File: config.mk
export PLATFORM = sky130hd
export DESIGN_NAME = sobel_window_hold
export DESIGN_NICKNAME = d
export VERILOG_FILES = /design/src/rtl/sobel_pkg.sv /design/src/rtl/sobel_line_tracker.sv /design/src/rtl/sobel_window_hold.sv
export SDC_FILE = /design/constraint.sdc
export NUM_CORES = 1
export LEC_CHECK = 0
export BUFFER_PORTS_ARGS = -buffer_cell sky130_fd_sc_hd__buf_2
export CAP_MARGIN = 20
export CORE_ASPECT_RATIO = 1.4
export CORE_UTILIZATION = 50
export CTS_BUF_LIST = sky130_fd_sc_hd__clkbuf_2 sky130_fd_sc_hd__clkbuf_4 sky130_fd_sc_hd__clkbuf_8
export DETAILED_ROUTE_END_ITERATION = 16
export PLACE_DENSITY = 0.79
export REMOVE_ABC_BUFFERS = 1
export SYNTH_ARGS = -nofsm -noshare
export SYNTH_HDL_FRONTEND = slang
export SYNTH_SLANG_ARGS = --single-unit
File: constraint.sdc
create_clock -name clk -period 3 [get_ports clk]
set_input_delay 0.15 -clock clk [delete_from_list [all_inputs] [get_ports clk]]
set_output_delay 0.15 -clock clk [all_outputs]
set_load 0.005 [all_outputs]
File: src/rtl/sobel_pkg.sv
// Shared defaults and window addressing for the Sobel hold stage.
package sobel_pkg;

  localparam int unsigned DefPixw = 24;
  localparam int unsigned DefRows = 3;
  localparam int unsigned DefCols = 3;

  // Bit offset of window element (r,c) in the flattened window bus; c=0 is the newest column.
  function automatic int unsigned win_idx(input int unsigned r, input int unsigned c,
                                          input int unsigned cols, input int unsigned pixw);
    return (r * cols + c) * pixw;
  endfunction

endpackage

File: src/rtl/sobel_line_tracker.sv
// Line position tracker: column counter, window fill level, end/start-of-line handling and the
// sticky line-framing error. State only advances on an accepted pixel.
module sobel_line_tracker
  import sobel_pkg::*;
#(
  parameter int unsigned COLS  = DefCols,
  parameter int unsigned LINEW = 1024,
  parameter int unsigned CW    = $clog2(LINEW)
) (
  input  logic          clk,
  input  logic          reset,
  input  logic          accept_i,
  input  logic          sol_i,
  input  logic          clr_err_i,
  output logic [CW-1:0] col_o,
  output logic          eol_o,
  output logic          full_o,
  output logic          line_err_o
);

  localparam int unsigned FW = $clog2(COLS + 1);
  localparam logic [CW-1:0] LastCol = CW'(LINEW - 1);
  localparam logic [FW-1:0] FullCnt = FW'(COLS);

  logic [CW-1:0] col_q, col_d;
  logic [FW-1:0] fill_q, fill_d;
  logic [FW-1:0] fill_upd;
  logic          err_q, err_d;
  logic          err_set;

  // Column and fill bookkeeping for the pixel currently offered.
  always_comb begin
    col_o    = col_q;
    fill_upd = fill_q;
    err_set  = 1'b0;
    if (sol_i) begin
      col_o    = '0;
      fill_upd = FW'(1);
      // A start of line anywhere but col 0 means the previous line was short.
      err_set  = (col_q != '0);
    end else begin
      fill_upd = (fill_q < FullCnt) ? fill_q + FW'(1) : FullCnt;
    end
    eol_o  = (col_o == LastCol);
    full_o = (fill_upd >= FullCnt);
    col_d  = eol_o ? '0 : col_o + CW'(1);
    // Empty the window at end of line so no window straddles two lines.
    fill_d = eol_o ? '0 : fill_upd;
  end

  // Sticky error: a new error wins over a coincident clear.
  always_comb begin
    err_d = err_q;
    if (accept_i && err_set) begin
      err_d = 1'b1;
    end else if (clr_err_i) begin
      err_d = 1'b0;
    end
  end

  // Tracker state registers.
  always_ff @(posedge clk or negedge reset) begin
    if (!reset) begin
      col_q  <= '0;
      fill_q <= '0;
      err_q  <= 1'b0;
    end else begin
      if (accept_i) begin
        col_q  <= col_d;
        fill_q <= fill_d;
      end
      err_q <= err_d;
    end
  end

  assign line_err_o = err_q;

endmodule

File: src/rtl/sobel_window_hold.sv
// Sliding ROWS x COLS pixel window between the row buffers and the Sobel kernel, with
// valid/ready on both sides and line position tracking.
module sobel_window_hold
  import sobel_pkg::*;
#(
  parameter int unsigned ROWS  = DefRows,
  parameter int unsigned COLS  = DefCols,
  parameter int unsigned PIXW  = DefPixw,
  parameter int unsigned LINEW = 1024,
  parameter int unsigned CW    = $clog2(LINEW)
) (
  input  logic                      clk,
  input  logic                      reset,
  input  logic                      en,
  input  logic                      in_valid,
  output logic                      in_ready,
  input  logic [ROWS*PIXW-1:0]      in_pix,
  input  logic                      in_sol,
  output logic                      out_valid,
  input  logic                      out_ready,
  output logic [ROWS*COLS*PIXW-1:0] out_win,
  output logic [CW-1:0]             out_col,
  output logic                      out_eol,
  input  logic                      clr_err,
  output logic                      line_err
);

  logic          accept;
  logic [CW-1:0] trk_col;
  logic          trk_eol;
  logic          trk_full;

  logic          out_valid_q, out_valid_d;
  logic [CW-1:0] out_col_q, out_col_d;
  logic          out_eol_q, out_eol_d;

  logic [PIXW-1:0] win_q [ROWS][COLS];

  // A held window blocks new input unless it is consumed in the same cycle.
  assign in_ready = en & (~out_valid_q | out_ready);
  assign accept   = in_valid & in_ready;

  sobel_line_tracker #(
    .COLS  (COLS),
    .LINEW (LINEW),
    .CW    (CW)
  ) u_tracker (
    .clk        (clk),
    .reset      (reset),
    .accept_i   (accept),
    .sol_i      (in_sol),
    .clr_err_i  (clr_err),
    .col_o      (trk_col),
    .eol_o      (trk_eol),
    .full_o     (trk_full),
    .line_err_o (line_err)
  );

  // Window shift array: column 0 takes the new taps, older columns move one step deeper.
  for (genvar r = 0; r < ROWS; r++) begin : g_row
    for (genvar c = 0; c < COLS; c++) begin : g_col
      if (c == 0) begin : g_newest
        // Newest column loads the incoming tap for this row.
        always_ff @(posedge clk or negedge reset) begin
          if (!reset) begin
            win_q[r][c] <= '0;
          end else if (accept) begin
            win_q[r][c] <= in_pix[r*PIXW +: PIXW];
          end
        end
      end else begin : g_older
        // Older columns take the value of their younger neighbour.
        always_ff @(posedge clk or negedge reset) begin
          if (!reset) begin
            win_q[r][c] <= '0;
          end else if (accept) begin
            win_q[r][c] <= win_q[r][c-1];
          end
        end
      end
      assign out_win[win_idx(r, c, COLS, PIXW) +: PIXW] = win_q[r][c];
    end
  end

  // Output handshake next state: reload on accept, drop valid once consumed.
  always_comb begin
    out_valid_d = out_valid_q;
    out_col_d   = out_col_q;
    out_eol_d   = out_eol_q;
    if (accept) begin
      out_valid_d = trk_full;
      out_col_d   = trk_col;
      out_eol_d   = trk_eol;
    end else if (out_ready) begin
      out_valid_d = 1'b0;
    end
  end

  // Output handshake registers.
  always_ff @(posedge clk or negedge reset) begin
    if (!reset) begin
      out_valid_q <= 1'b0;
      out_col_q   <= '0;
      out_eol_q   <= 1'b0;
    end else begin
      out_valid_q <= out_valid_d;
      out_col_q   <= out_col_d;
      out_eol_q   <= out_eol_d;
    end
  end

  assign out_valid = out_valid_q;
  assign out_col   = out_col_q;
  assign out_eol   = out_eol_q;

endmodule
==> out/results.env, run 1 <==
DESIGN_POWER_TOTAL_mW=8.52
MAXCAPVIOLCOUNT=0
WORST_SLEW_PIN_SLEW_NS=0.739
DETAIL-ROUTE-ANTENNA-NETS=0
SYNTH.FF_LATCH_COUNT=241
DETAILED_PLACE_HPWL_UM=14700
ASYNC_RESET_FF_FRAC=1.00
DRT_ITER0_MARKERS=550
CRITICALPATHCATEGORY='input port to flop'
CRITPATHCAPTURETYPE='flop'
HOLD_PATH.CLASS='input port to flop'
CLOCK_TREE.HTREE_LEVEL_COUNT=2
WORSTHOLDSTART='in_valid'
LAYOUT_WORST_PATH_CYCLE_SHARE=0.677
CRIT-REG2REG-LAUNCH='u_tracker.col_q[0]'
NUMBER_OF_GLOBAL_ROUTE_VIAS_BEFORE_REPAIR=7859
INSERTION_DELAY_NS=0.51
YOSYS.CELL_COUNT.TOP_TYPE='nand2_1'
SYNTH-EDFF-COUNT=0
PATH_CLK_SLEW_NS=0.07
DOMINANTREGCELLSYNTH='dfrtp_1'
WIRE_LENGTH_OF_THE_FIRST_GLOBAL_ROUTING_PASS_UM=37600
ROUTED_WIRELENGTH_UM=23900
DRT_FIRST_PASS_ITERS=6
RESIZED_AFTER_CTS=0
FINAL-SETUP-VIOL-COUNT=0
FP-ROW-COUNT=58
POST_DRT_WL_PER_CELL_UM=14.2
NUMBER_OF_CELL_INSTANCES_ON_THE_WORST_REGISTER_TO_REGISTER_PATH=6
SETUP_TNS_NS=0
CORE_AREA_UM2=18100
DETAIL_ROUTE.DRC_VIOLATIONS=0
NETLIST_INSTANCES=1043
DIE-HEIGHT_UM=163
SYNTH_SEQ_AREA_SHARE=0.651
GP_CONGESTION=0.802
WORSTREG2REGEND='u_tracker.col_q[3]'
SYNTHDOMINANTAREACELLTYPE='dfrtp_1'
SYNTH.AREA.TOP_CELLS='dfrtp_1, nand2_1, buf_2'
FLOORPLAN.IO_PINS=309
SYNTHTOPCELLSBYCOUNT='nand2_1, dfrtp_1, buf_2'
WORST_SLEW_MARGIN_REL=0.507
CLOCK_TREE.BUFFER_DEPTH=3
PATH_CELLS='dlygate4sd3_1 -> buf_2 -> nor2b_1 -> ha_1 -> nand3_1 -> nor4_2 -> or3_1 -> o311ai_0'
COUNT_OF_UNIQUE_LIBRARY_CELLS_INSTANTIATED_BY_YOSYS=37
AREAGROWTHSYNTHTOFINISH_PCT=35.1
PORT_BUFFERS=308
CRITICAL_PATH.STARTPOINT_TYPE='input port'
DIODES=0
WORST_IR_DROP_VDD_mV=0.417
GRT_SETUP_UNREPAIRED='no'
CELLPOWERDENSITY_nW_PER_UM2=680
POST_CTS.REPAIR.SETUP_BUFFERS=0
VIA_PER_INST=4.89
GR-USAGE-ALL-LAYERS=0.251
NNETSFINAL=1502
CRIT_ARRIVAL_NS=2.39
CTS_INSERTED_BUFFERS=37
CRITPATHREQUIREDTIME_NS=3.36
FINAL.SETUP.WORST_SLACK_NS=0.970
ANTENNA_FOUND_INITIAL=0
ACHIEVABLE-FREQUENCY_GHz=0.493
GLOBAL_ROUTE.USAGE.MET3=0.0560
RUN_STATUS='finished clean'
YOSYS.AREA.TOP_TYPE_SHARE=0.651
FINAL.SETUP_SKEW_NS=0.00965
GRT.OVERFLOW.TOTAL=0
FINAL.MIN_CLOCK_PERIOD_NS=2.03
CRIT_FAMILY='simple AND/OR/NAND/NOR gates'
DRIVE_ABOVE_1_SHARE=0.267
SLOWEST_STAGE='dlygate4sd3_1'
CTS_TREE='built'
CTS.SINK_COUNT=241
FINALMAXSLEWVIOLATIONS=0
SYNTH_WARNINGS=0
GLOBAL_ROUTE.USAGE.MET1=0.296
GRT_START_MAX_NET_PINS=130
MET2_USAGE=0.421
TOP_USAGE_LAYER='met2'
DR_TOTAL_VIAS=8233
FINAL_CORE_UTILIZATION=0.693
MAPPEDNETLISTAREA_UM2=9270
STARTING_DENSITY_OF_THE_CORE=0.513
OVERALL_DIE_WIDTH_UM=117
WORST-R2R-SETUP-SLACK_NS=0.97
TIMING_HOLD_VIOLATIONS_FINAL=0
SYN-MEAN-INSTANCE-AREA_UM2=8.88
TIMING.HOLD.WORST_ENDPOINT='out_valid'
WHS_PATH_DEPTH=3
DIEAREA_UM2=19100
CP_SLOWEST_STAGE_DELAY_NS=0.54
CP_NUM_BUF_INV=2
WHS_NS=0.0516
NUMBER_OF_HOLD_REPAIR_BUFFERS_ADDED_AT_THE_CTS_STAGE=75
CRITICAL_PATH.MAX_FANOUT=13
LEAKAGEPOWER_nW=7.26
CTS.ROOT.BUFFER_CELL='clkbuf_8'
DP_SLACK_NS=0.978
==> report_power, final <==
| part | leakage (nW) | switching, mW | internal [mW] |
|---|---|---|---|
| Clock | 0.386 | 1.19 | 1.51 |
| Combinational | 3.80 | 0.861 | 0.726 |
| Sequential | 3.07 | 0.406 | 3.83 |
| Total | 7.26 | 2.46 | 6.06 |
==> layout make-up <==
cell class	count	area (µm²)
Timing Repair Buffer	394	2450
Clock inverter	2	15.0
Tap cell	240	300
Clock buffer	59	718
Inverter	4	15.0
Multi-Input combinational cell	744	2990
Sequential cell	241	6030
Fill cell	1357	5550
==> state kept, by name (all words and copies together) (netlist names) <==
signal / count
out_win: 216
out_col: 10
u_tracker.col_q: 10
u_tracker.fill_q: 2
out_eol: 1
out_valid: 1
u_tracker.line_err_o: 1
==> cells by family (layout without fill, tap and decap cells) <==
family | after synthesis | in the layout | share of synthesized area
AOI/OAI and AO/OA | 28 | 28 | 0.0197
DFF | 241 | 241 | 0.651
buffers and inverters | 58 | 459 | 0.0286
muxes | 1 | 1 | 0.00122
adders and majority gates | 1 | 1 | 0.00135
and+or+nand+nor | 714 | 714 | 0.298
==> worst max-delay path by stage <==
stage / endpoint / start / cells after the start / slack (ns)
6_report: u_tracker.col_q[3] / in_sol / 8 / 0.97
5_1_grt: u_tracker.col_q[3] / u_tracker.col_q[0] / 6 / 0.75
4_1_cts: u_tracker.col_q[3] / u_tracker.col_q[0] / 6 / 0.98
3_5_place_dp: u_tracker.col_q[3] / u_tracker.col_q[0] / 6 / 0.98
3_3_place_gp: u_tracker.col_q[3] / u_tracker.col_q[0] / 6 / 1.10
2_1_floorplan: out_col[1] / out_valid / 3 / -5.79
==> cells in the final DEF, fill, tap and decap left out, types with 2 or more instances in the layout <==
master,netlist,layout
nand4_1,2,2
nor2b_1,3,2
nand3_1,7,6
o311ai_0,2,2
nor2_1,4,4
or4_1,4,4
dlygate4sd3_1,0,75
clkbuf_8,0,44
clkinvlp_4,0,2
clkbuf_4,0,15
a21oi_1,6,6
o211ai_1,2,2
buf_12,0,5
o31ai_1,3,3
nor3_1,2,2
buf_2,38,307
nand2b_1,2,2
buf_4,0,6
inv_1,4,4
dfrtp_1,241,241
nand2_1,680,680
o21ai_0,8,8
==> routing by layer <==
layer	up-vias	share of wire
met4	0	0.050
met1	3844	0.39
met5	-	0
met3	89	0.062
met2	334	0.50
li1	3966	-
==> stage by stage <==
step                instances  cell area (µm²)
global placement         1548            11000
floorplan                 989             9020
global route             1684            12500
finish                   1684            12500
CTS                      1684            12500
detailed placement       1548            11000
==> worst register-to-register path, stage by stage (launching register included) <==
cell and delay, ns:
dfrtp_1 0.37, nor2b_1 0.28, ha_1 0.27, nand3_1 0.21, nor4_2 0.46, or3_1 0.17, o311ai_0 0.13
(Power assumes the default switching activity.)
==> run 2: changes to the inputs <==
--- a/config.mk
+++ b/config.mk
@@ -5,13 +5,14 @@
 export SDC_FILE = /design/constraint.sdc
 export NUM_CORES = 1
 export LEC_CHECK = 0
+export ABC_AREA = 1
 export BUFFER_PORTS_ARGS = -buffer_cell sky130_fd_sc_hd__buf_2
 export CAP_MARGIN = 20
 export CORE_ASPECT_RATIO = 1.4
-export CORE_UTILIZATION = 50
+export CORE_UTILIZATION = 47
 export CTS_BUF_LIST = sky130_fd_sc_hd__clkbuf_2 sky130_fd_sc_hd__clkbuf_4 sky130_fd_sc_hd__clkbuf_8
 export DETAILED_ROUTE_END_ITERATION = 16
-export PLACE_DENSITY = 0.79
+export PLACE_DENSITY = 0.78
 export REMOVE_ABC_BUFFERS = 1
 export SYNTH_ARGS = -nofsm -noshare
 export SYNTH_HDL_FRONTEND = slang
==> constraint.sdc (replaced) <==
create_clock -name clk -period 1.85 [get_ports clk]
set_input_delay 0.0925 -clock clk [delete_from_list [all_inputs] [get_ports clk]]
set_output_delay 0.0925 -clock clk [all_outputs]
set_load 0.005 [all_outputs]
==> out/results.env, run 2 <==
RUN_STATUS='finished clean'  # unchanged
GRT.OVERFLOW.TOTAL=0  # unchanged
FINAL.MIN_CLOCK_PERIOD_NS=1.65
YOSYS.CELL_COUNT.TOP_TYPE='nand2_1'  # unchanged
DOMINANTREGCELLSYNTH='dfrtp_1'  # unchanged
FINAL.SETUP_SKEW_NS=0.0287  # was 0.00965 ns
COUNT_OF_UNIQUE_LIBRARY_CELLS_INSTANTIATED_BY_YOSYS=29  # was 37
SYNTH-EDFF-COUNT=0  # unchanged
BEGINNING_OF_THE_CRITICAL_PATH='u_tracker.col_q[1]'  # was in_sol
SYNTHDOMINANTAREACELLTYPE='dfrtp_1'  # unchanged
DETAIL-ROUTE-ANTENNA-NETS=0  # unchanged
NETLIST_INSTANCES=995  # was 1043
CTS.SINK_COUNT=241  # unchanged
CLOCK_TREE.BUFFER_DEPTH=3  # unchanged
OVERALL_DIE_WIDTH_UM=121  # was 117 µm
ACHIEVABLE-FREQUENCY_GHz=0.607
CTS_INSERTED_BUFFERS=38  # was 37
AREAGROWTHSYNTHTOFINISH_PCT=37.0  # was 35.1%
DESIGN_POWER_TOTAL_mW=14.1  # was 8.52 mW
WORST_SLEW_PIN_SLEW_NS=0.494  # was 0.739 ns
SYNTH_SEQ_AREA_SHARE=0.650  # was 0.651
ROUTED_WIRELENGTH_UM=24100  # was 23900 µm
MAXCAPVIOLCOUNT=0  # unchanged
CRITICAL_PATH.MAX_FANOUT=6  # was 13
WORST_IR_DROP_VDD_mV=0.939  # was 0.417 mV
SYNTH_WARNINGS=0  # unchanged
SYN-MEAN-INSTANCE-AREA_UM2=9.33  # was 8.88 µm²
NNETSFINAL=1467  # was 1502
DETAIL_ROUTE.DRC_VIOLATIONS=0  # unchanged
TIMING_HOLD_VIOLATIONS_FINAL=0  # unchanged
FLOORPLAN.IO_PINS=309  # unchanged
GR-USAGE-ALL-LAYERS=0.241  # was 0.251
GRT_START_MAX_NET_PINS=114  # was 130
WIRE_LENGTH_OF_THE_FIRST_GLOBAL_ROUTING_PASS_UM=38800  # was 37600 µm
MAPPEDNETLISTAREA_UM2=9290  # was 9270 µm²
GP_CONGESTION=0.930  # was 0.802
LARGEST_REGISTER_FFS=216  # unchanged
ANTENNA_FOUND_INITIAL=0  # unchanged
POST_DRT_WL_PER_CELL_UM=14.5  # was 14.2 µm
HOLD_PATH.CLASS='input port to async pin'  # was input port to flop
CLOCK_TREE.HTREE_LEVEL_COUNT=2  # unchanged
FINAL.SETUP.WORST_SLACK_NS=0.203  # was 0.970 ns
CRIT-REG2REG-LAUNCH='u_tracker.col_q[1]'  # was u_tracker.col_q[0]
PORT_BUFFERS=308  # unchanged
SYNTH.FF_LATCH_COUNT=241  # unchanged
ASYNC_RESET_FF_FRAC=1.00  # unchanged
CRITPATHCAPTURETYPE='flop'  # unchanged
LAYOUT_WORST_PATH_CYCLE_SHARE=0.890
CRITICALPATHCATEGORY='flop to flop'  # was input port to flop
DRIVE_ABOVE_1_SHARE=0.289  # was 0.267
NUMBER_OF_CELL_INSTANCES_ON_THE_WORST_REGISTER_TO_REGISTER_PATH=10  # was 6
CORE_AREA_UM2=19300  # was 18100 µm²
CRIT_ARRIVAL_NS=2.03  # was 2.39 ns
CRITPATHREQUIREDTIME_NS=2.23  # was 3.36 ns
WORST_SLEW_MARGIN_REL=0.671  # was 0.507
INSERTION_DELAY_NS=0.52  # was 0.51 ns
NUMBER_OF_GLOBAL_ROUTE_VIAS_BEFORE_REPAIR=7903  # was 7859
DP_SLACK_NS=0.227  # was 0.978 ns
CTS_TREE='built'  # unchanged
DIEAREA_UM2=20300  # was 19100 µm²
SYNTHTOPCELLSBYCOUNT='nand2_1, dfrtp_1, o21ai_0'  # was nand2_1, dfrtp_1, buf_2
VIA_PER_INST=4.86  # was 4.89
DR_TOTAL_VIAS=8085  # was 8233
DETAILED_PLACE_HPWL_UM=15600  # was 14700 µm
WHS_NS=0.112  # was 0.0516 ns
GRT_SETUP_UNREPAIRED='no'  # unchanged
DIE-HEIGHT_UM=168  # was 163 µm
SYNTH.AREA.TOP_CELLS='dfrtp_1, nand2_1, o21ai_0'  # was dfrtp_1, nand2_1, buf_2
SETUP_TNS_NS=0  # unchanged
DRT_FIRST_PASS_ITERS=5  # was 6
RESIZED_AFTER_CTS=0  # unchanged
STARTING_DENSITY_OF_THE_CORE=0.481  # was 0.513
PATH_CLK_SLEW_NS=0.06  # was 0.07 ns
DRT_ITER0_MARKERS=698  # was 550
LAYOUT.CELLS.MOST_COMMON='nand2_1'  # unchanged
FINAL-SETUP-VIOL-COUNT=0  # unchanged
CTS.ROOT.BUFFER_CELL='clkbuf_8'  # unchanged
LAYOUT.CELLS.MOST_COMMON_LIST='nand2_1, buf_2, dfrtp_1'  # unchanged
CRITICAL_PATH.STARTPOINT_TYPE='flop'  # was input port
YOSYS.AREA.TOP_TYPE_SHARE=0.650  # was 0.651
FP-ROW-COUNT=60  # was 58
CELLPOWERDENSITY_nW_PER_UM2=1110  # was 680 nW/µm²
LEAKAGEPOWER_nW=6.93  # was 7.26 nW
FINALMAXSLEWVIOLATIONS=0  # unchanged
DIODES=0  # unchanged
## run 2: cell count changes after synthesis, sizes merged, moves of 3 or more
cell,change
nor2b,-3
a21oi,-5
or4,-4
nand2,-275
buf,-8
inv,+87
nand3,+9
o21ai,+154
nor2,+8
clkbuf,+6
## run 2: repair_timing
| item | CTS | global route |
|---|---|---|
| setup buffers | 0 | 2 |
| hold buffers | 76 | 0 |
| setup endpoints to repair | 0 | 1 |
| endpoints found under the hold margin | 317 | 0 |
## run 2: metal layers
metal  GRT usage  part of all wire  wire length (µm)  up-vias
li1            -                 -                 -     3888
met1       0.282              0.38              9210     3799
met2       0.412              0.51             12300      316
met3      0.0545             0.059              1430       82
met4       0.122             0.048              1170        0
met5           0                 0                 0        -
## run 2: logic make-up after synthesis
family / synth area share
DFF: 0.650
buffers and inverters: 0.0693
xor gates and xnor gates: 0.00283
and+or+nand+nor: 0.186
adders and majority gates: 0.00135
AOI/OAI and AO/OA: 0.0912
## run 2: worst paths after layout
check                                     endpoint  slack [ns]
worst max register to register  u_tracker.col_q[9]        0.20
max in group asynchronous       u_tracker.col_q[2]        1.05
worst min-delay path                   out_win[23]        0.11
min in group clk                        out_col[0]        0.11
worst min register to register        out_win[208]        0.47
worst max-delay path            u_tracker.col_q[9]        0.20
## run 2: cell type report
cell class                      instances  area [µm²]
Fill cell                            1479        6580
Clock inverter                          3        40.0
Multi-Input combinational cell        611        2620
Tap cell                              248         310
Clock buffer                           64         781
Inverter                               91         349
Timing Repair Buffer                  404        2590
Sequential cell                       241        6030
## run 2: critical path, cell delays in order (launching register included)
cell and delay, ns:
dfrtp_1 0.42, nand2_1 0.12, inv_1 0.07, ha_1 0.19
nand3_1 0.12, nor2_2 0.19, nand3_2 0.15, nand2_4 0.12
inv_2 0.04, nand3_1 0.06, nand2_1 0.06
## run 2: report_power, final
group          leakage (nW)  internal, mW  switching [mW]
Combinational          3.43          1.20            1.42
Sequential             3.05          6.19           0.578
Clock                 0.441          2.79            1.95
Total                  6.93          10.2            3.95
## run 2: through the flow
step / util / std cells / instance area, µm²
after global routing: 0.659 / 1662 / 12700
after floorplan: - / 943 / 8990
after CTS: 0.658 / 1660 / 12700
after detailed placement: 0.576 / 1517 / 11100
final: 0.659 / 1662 / 12700
after global placement: 0.576 / 1517 / 11100
==> run 3: changes to the inputs <==
--- a/config.mk
+++ b/config.mk
@@ -12,6 +12,7 @@
 export CORE_UTILIZATION = 47
 export CTS_BUF_LIST = sky130_fd_sc_hd__clkbuf_2 sky130_fd_sc_hd__clkbuf_4 sky130_fd_sc_hd__clkbuf_8
 export DETAILED_ROUTE_END_ITERATION = 16
+export MAX_ROUTING_LAYER = met4
 export PLACE_DENSITY = 0.78
 export REMOVE_ABC_BUFFERS = 1
 export SYNTH_ARGS = -nofsm -noshare
==> out/results.env, run 3 (synthesis results as in run 2) <==
FIN_AREA_UM2=12700  # unchanged
CRITPATHCAPTURETYPE='flop'  # unchanged
PATH_CELLS='inv_1 -> nor2_1 -> ha_1 -> nand3_1 -> nor2_2 -> nand3_2 -> nand2_4 -> inv_2 -> nand3_1 -> nand2_1'  # was nand2_1 -> inv_1 -> ha_1 -> nand3_1 -> nor2_2 -> nand3_2 -> nand2_4 -> inv_2 -> nand3_1 -> nand2_1
LAYOUT.CELLS.MOST_COMMON_LIST='nand2_1, buf_2, dfrtp_1'  # unchanged
CORE_AREA_UM2=19300  # unchanged
FINAL_CORE_UTILIZATION=0.659  # unchanged
FINAL.SETUP.WORST_SLACK_NS=0.196  # was 0.203 ns
RESIZED_AFTER_CTS=0  # unchanged
STARTING_DENSITY_OF_THE_CORE=0.481  # unchanged
DIE-HEIGHT_UM=168  # unchanged
ROUTED_WIRELENGTH_UM=24200  # was 24100 µm
CP_SLOWEST_STAGE_DELAY_NS=0.36  # was 0.42 ns
SLOWEST_STAGE='dfrtp_1'  # unchanged
NUMBER_OF_GLOBAL_ROUTE_VIAS_BEFORE_REPAIR=7896  # was 7903
PORT_BUFFERS=308  # unchanged
WORST_SLEW_MARGIN_REL=0.672  # was 0.671
GRT_START_MAX_NET_PINS=114  # unchanged
FINAL.MIN_CLOCK_PERIOD_NS=1.65  # about the same
FP-ROW-COUNT=60  # unchanged
WORSTSETUPPATHDEPTH=10  # unchanged
DP_SLACK_NS=0.227  # unchanged
LAYOUT_WORST_PATH_CYCLE_SHARE=0.894  # was 0.890
WORST-R2R-SETUP-SLACK_NS=0.20  # about the same
FINAL.SETUP_SKEW_NS=0.0281  # was 0.0287 ns
DESIGN_POWER_TOTAL_mW=14.1  # about the same
DRT_FIRST_PASS_ITERS=6  # was 5
WORSTHOLDSTART='en'
CRITPATHREQUIREDTIME_NS=2.23  # about the same
PATH_CLK_SLEW_NS=0.06  # about the same
DETAILED_PLACE_HPWL_UM=15600  # unchanged
GRT.OVERFLOW.TOTAL=0  # unchanged
DR_TOTAL_VIAS=8124  # was 8085
NNETSFINAL=1467  # unchanged
CELLPOWERDENSITY_nW_PER_UM2=1110  # about the same
ANTENNA_FOUND_INITIAL=0  # unchanged
CRIT_ARRIVAL_NS=2.03  # about the same
DIODES=0  # unchanged
FINAL-SETUP-VIOL-COUNT=0  # unchanged
DIEAREA_UM2=20300  # unchanged
MET3_LENGTH_UM=1350  # was 1430 µm
FINAL-INSTANCE-COUNT-EXCL-FILL=1662  # unchanged
OVERALL_DIE_WIDTH_UM=121  # unchanged
MULTI_INPUT_COMB_AREA_UM2=2620  # unchanged
TIMING_HOLD_VIOLATIONS_FINAL=0  # unchanged
RUN_STATUS='finished clean'  # unchanged
MAXCAPVIOLCOUNT=0  # unchanged
FINALMAXSLEWVIOLATIONS=0  # unchanged
DETAIL_ROUTE.DRC_VIOLATIONS=0  # unchanged
CTS.ROOT.BUFFER_CELL='clkbuf_8'  # unchanged
CRITICAL-PATH-TOP-CELL-BY-COUNT='nand3_1'
DETAIL-ROUTE-ANTENNA-NETS=0  # unchanged
CTS_INSERTED_BUFFERS=38  # unchanged
WL_MET2_UM=12400  # was 12300 µm
MAXUSEDROUTINGLAYER='met4'  # unchanged
WORST_IR_DROP_VDD_mV=0.941  # was 0.939 mV
NUMBER_OF_CELL_INSTANCES_ON_THE_WORST_REGISTER_TO_REGISTER_PATH=10  # unchanged
GR-USAGE-ALL-LAYERS=0.248  # was 0.241
AREAGROWTHSYNTHTOFINISH_PCT=37.0  # unchanged
CRIT_PATH_END='u_tracker.col_q[9]'  # unchanged
CRITICAL_PATH.MAX_FANOUT=6  # unchanged
CTS_TREE='built'  # unchanged
CRIT_FAMILY='simple AND/OR/NAND/NOR gates'  # unchanged
FILLERS=1479  # unchanged
LAYOUT.CELLS.MOST_COMMON='nand2_1'  # unchanged
LEAKAGEPOWER_nW=6.93  # unchanged
HOLD_PATH.CLASS='input port to flop'  # was input port to async pin
CRIT-REG2REG-LAUNCH='u_tracker.col_q[0]'  # was u_tracker.col_q[1]
WL_MET1_UM=9250  # was 9210 µm
GP_CONGESTION=0.946  # was 0.930
PLACED_CELL_AREA_UM2=11100  # unchanged
DRIVE_ABOVE_1_SHARE=0.289  # unchanged
POST_DRT_WL_PER_CELL_UM=14.5  # about the same
WIRE_LENGTH_OF_THE_FIRST_GLOBAL_ROUTING_PASS_UM=38700  # was 38800 µm
CP_NUM_BUF_INV=2  # unchanged
FLOORPLAN.IO_PINS=309  # unchanged
INSERTION_DELAY_NS=0.52  # about the same
DP.CELLS=1517  # unchanged
CRITICAL_PATH.STARTPOINT_TYPE='flop'  # unchanged
LARGEST_REGISTER_FFS=216  # unchanged
CRITICALPATHCATEGORY='flop to flop'  # unchanged
GRT_SETUP_UNREPAIRED='no'  # unchanged
BEGINNING_OF_THE_CRITICAL_PATH='u_tracker.col_q[0]'  # was u_tracker.col_q[1]
WORST_SLEW_PIN_SLEW_NS=0.493  # was 0.494 ns
VIA_PER_INST=4.89  # was 4.86
ACHIEVABLE-FREQUENCY_GHz=0.604  # was 0.607 GHz
CLOCK_TREE.BUFFER_DEPTH=3  # unchanged
REGISTER_AREA_UM2=6030  # unchanged
WORSTREG2REGEND='u_tracker.col_q[9]'  # unchanged
DRT_ITER0_MARKERS=610  # was 698
CTS.SINK_COUNT=241  # unchanged
CLOCK_TREE.HTREE_LEVEL_COUNT=2  # unchanged
run 3: cell counts in the layout (fill, tap and decap cells not counted):
No cell type changed its count.
run 3: layer usage:
| layer | vias up | GRT usage |
|---|---|---|
| met5 | - | - |
| met4 | 0 | 0.122 |
| met3 | 87 | 0.0474 |
| met2 | 321 | 0.414 |
| met1 | 3831 | 0.286 |
| li1 | 3885 | - |
run 3: worst min-delay path by stage:
stage | to | slack, ns | cells after the start
6_report | out_col[0] | 0.11 | 4
3_5_place_dp | out_win[101] | 0.06 | 1
4_1_cts | u_tracker.col_q[4] | 0.04 | 3
2_1_floorplan | out_col[0] | -0.20 | 0
5_1_grt | out_win[125] | 0.12 | 2
3_3_place_gp | out_win[77] | 0.06 | 1
run 3: final cells by class:
class                      count  share of cell area
inverter                      91              0.0274
tap                          248              0.0244
clock inverter                 3             0.00315
multi-input combinational    611               0.206
timing repair buffer         404               0.203
sequential                   241               0.474
clock buffer                  64              0.0614
run 3: repair_timing:
action,in CTS,in global routing
hold buffers,76,0
buffers inserted,0,2
hold endpoints to repair,317,0
setup endpoints to repair,0,1
run 3: report_power, final:
group,internal (mW),switching [mW]
Combinational,1.20,1.42
Sequential,6.19,0.579
Clock,2.79,1.95
Total,10.2,3.95
run 3: metrics by stage:
step / setup TNS (ns) / hold WS (ns)
floorplan: -748.62 / -0.203
global placement: 0 / 0.0623
detailed placement: 0 / 0.0608
CTS: 0 / 0.0362
global route: 0 / 0.117
finish: 0 / 0.114
run 3: worst reg2reg max path, stage by stage, from the launching register on:
cell and delay, ns:
dfrtp_1 0.36, inv_1 0.06, nor2_1 0.15, ha_1 0.22
nand3_1 0.13, nor2_2 0.19, nand3_2 0.15, nand2_4 0.12
inv_2 0.04, nand3_1 0.06, nand2_1 0.06
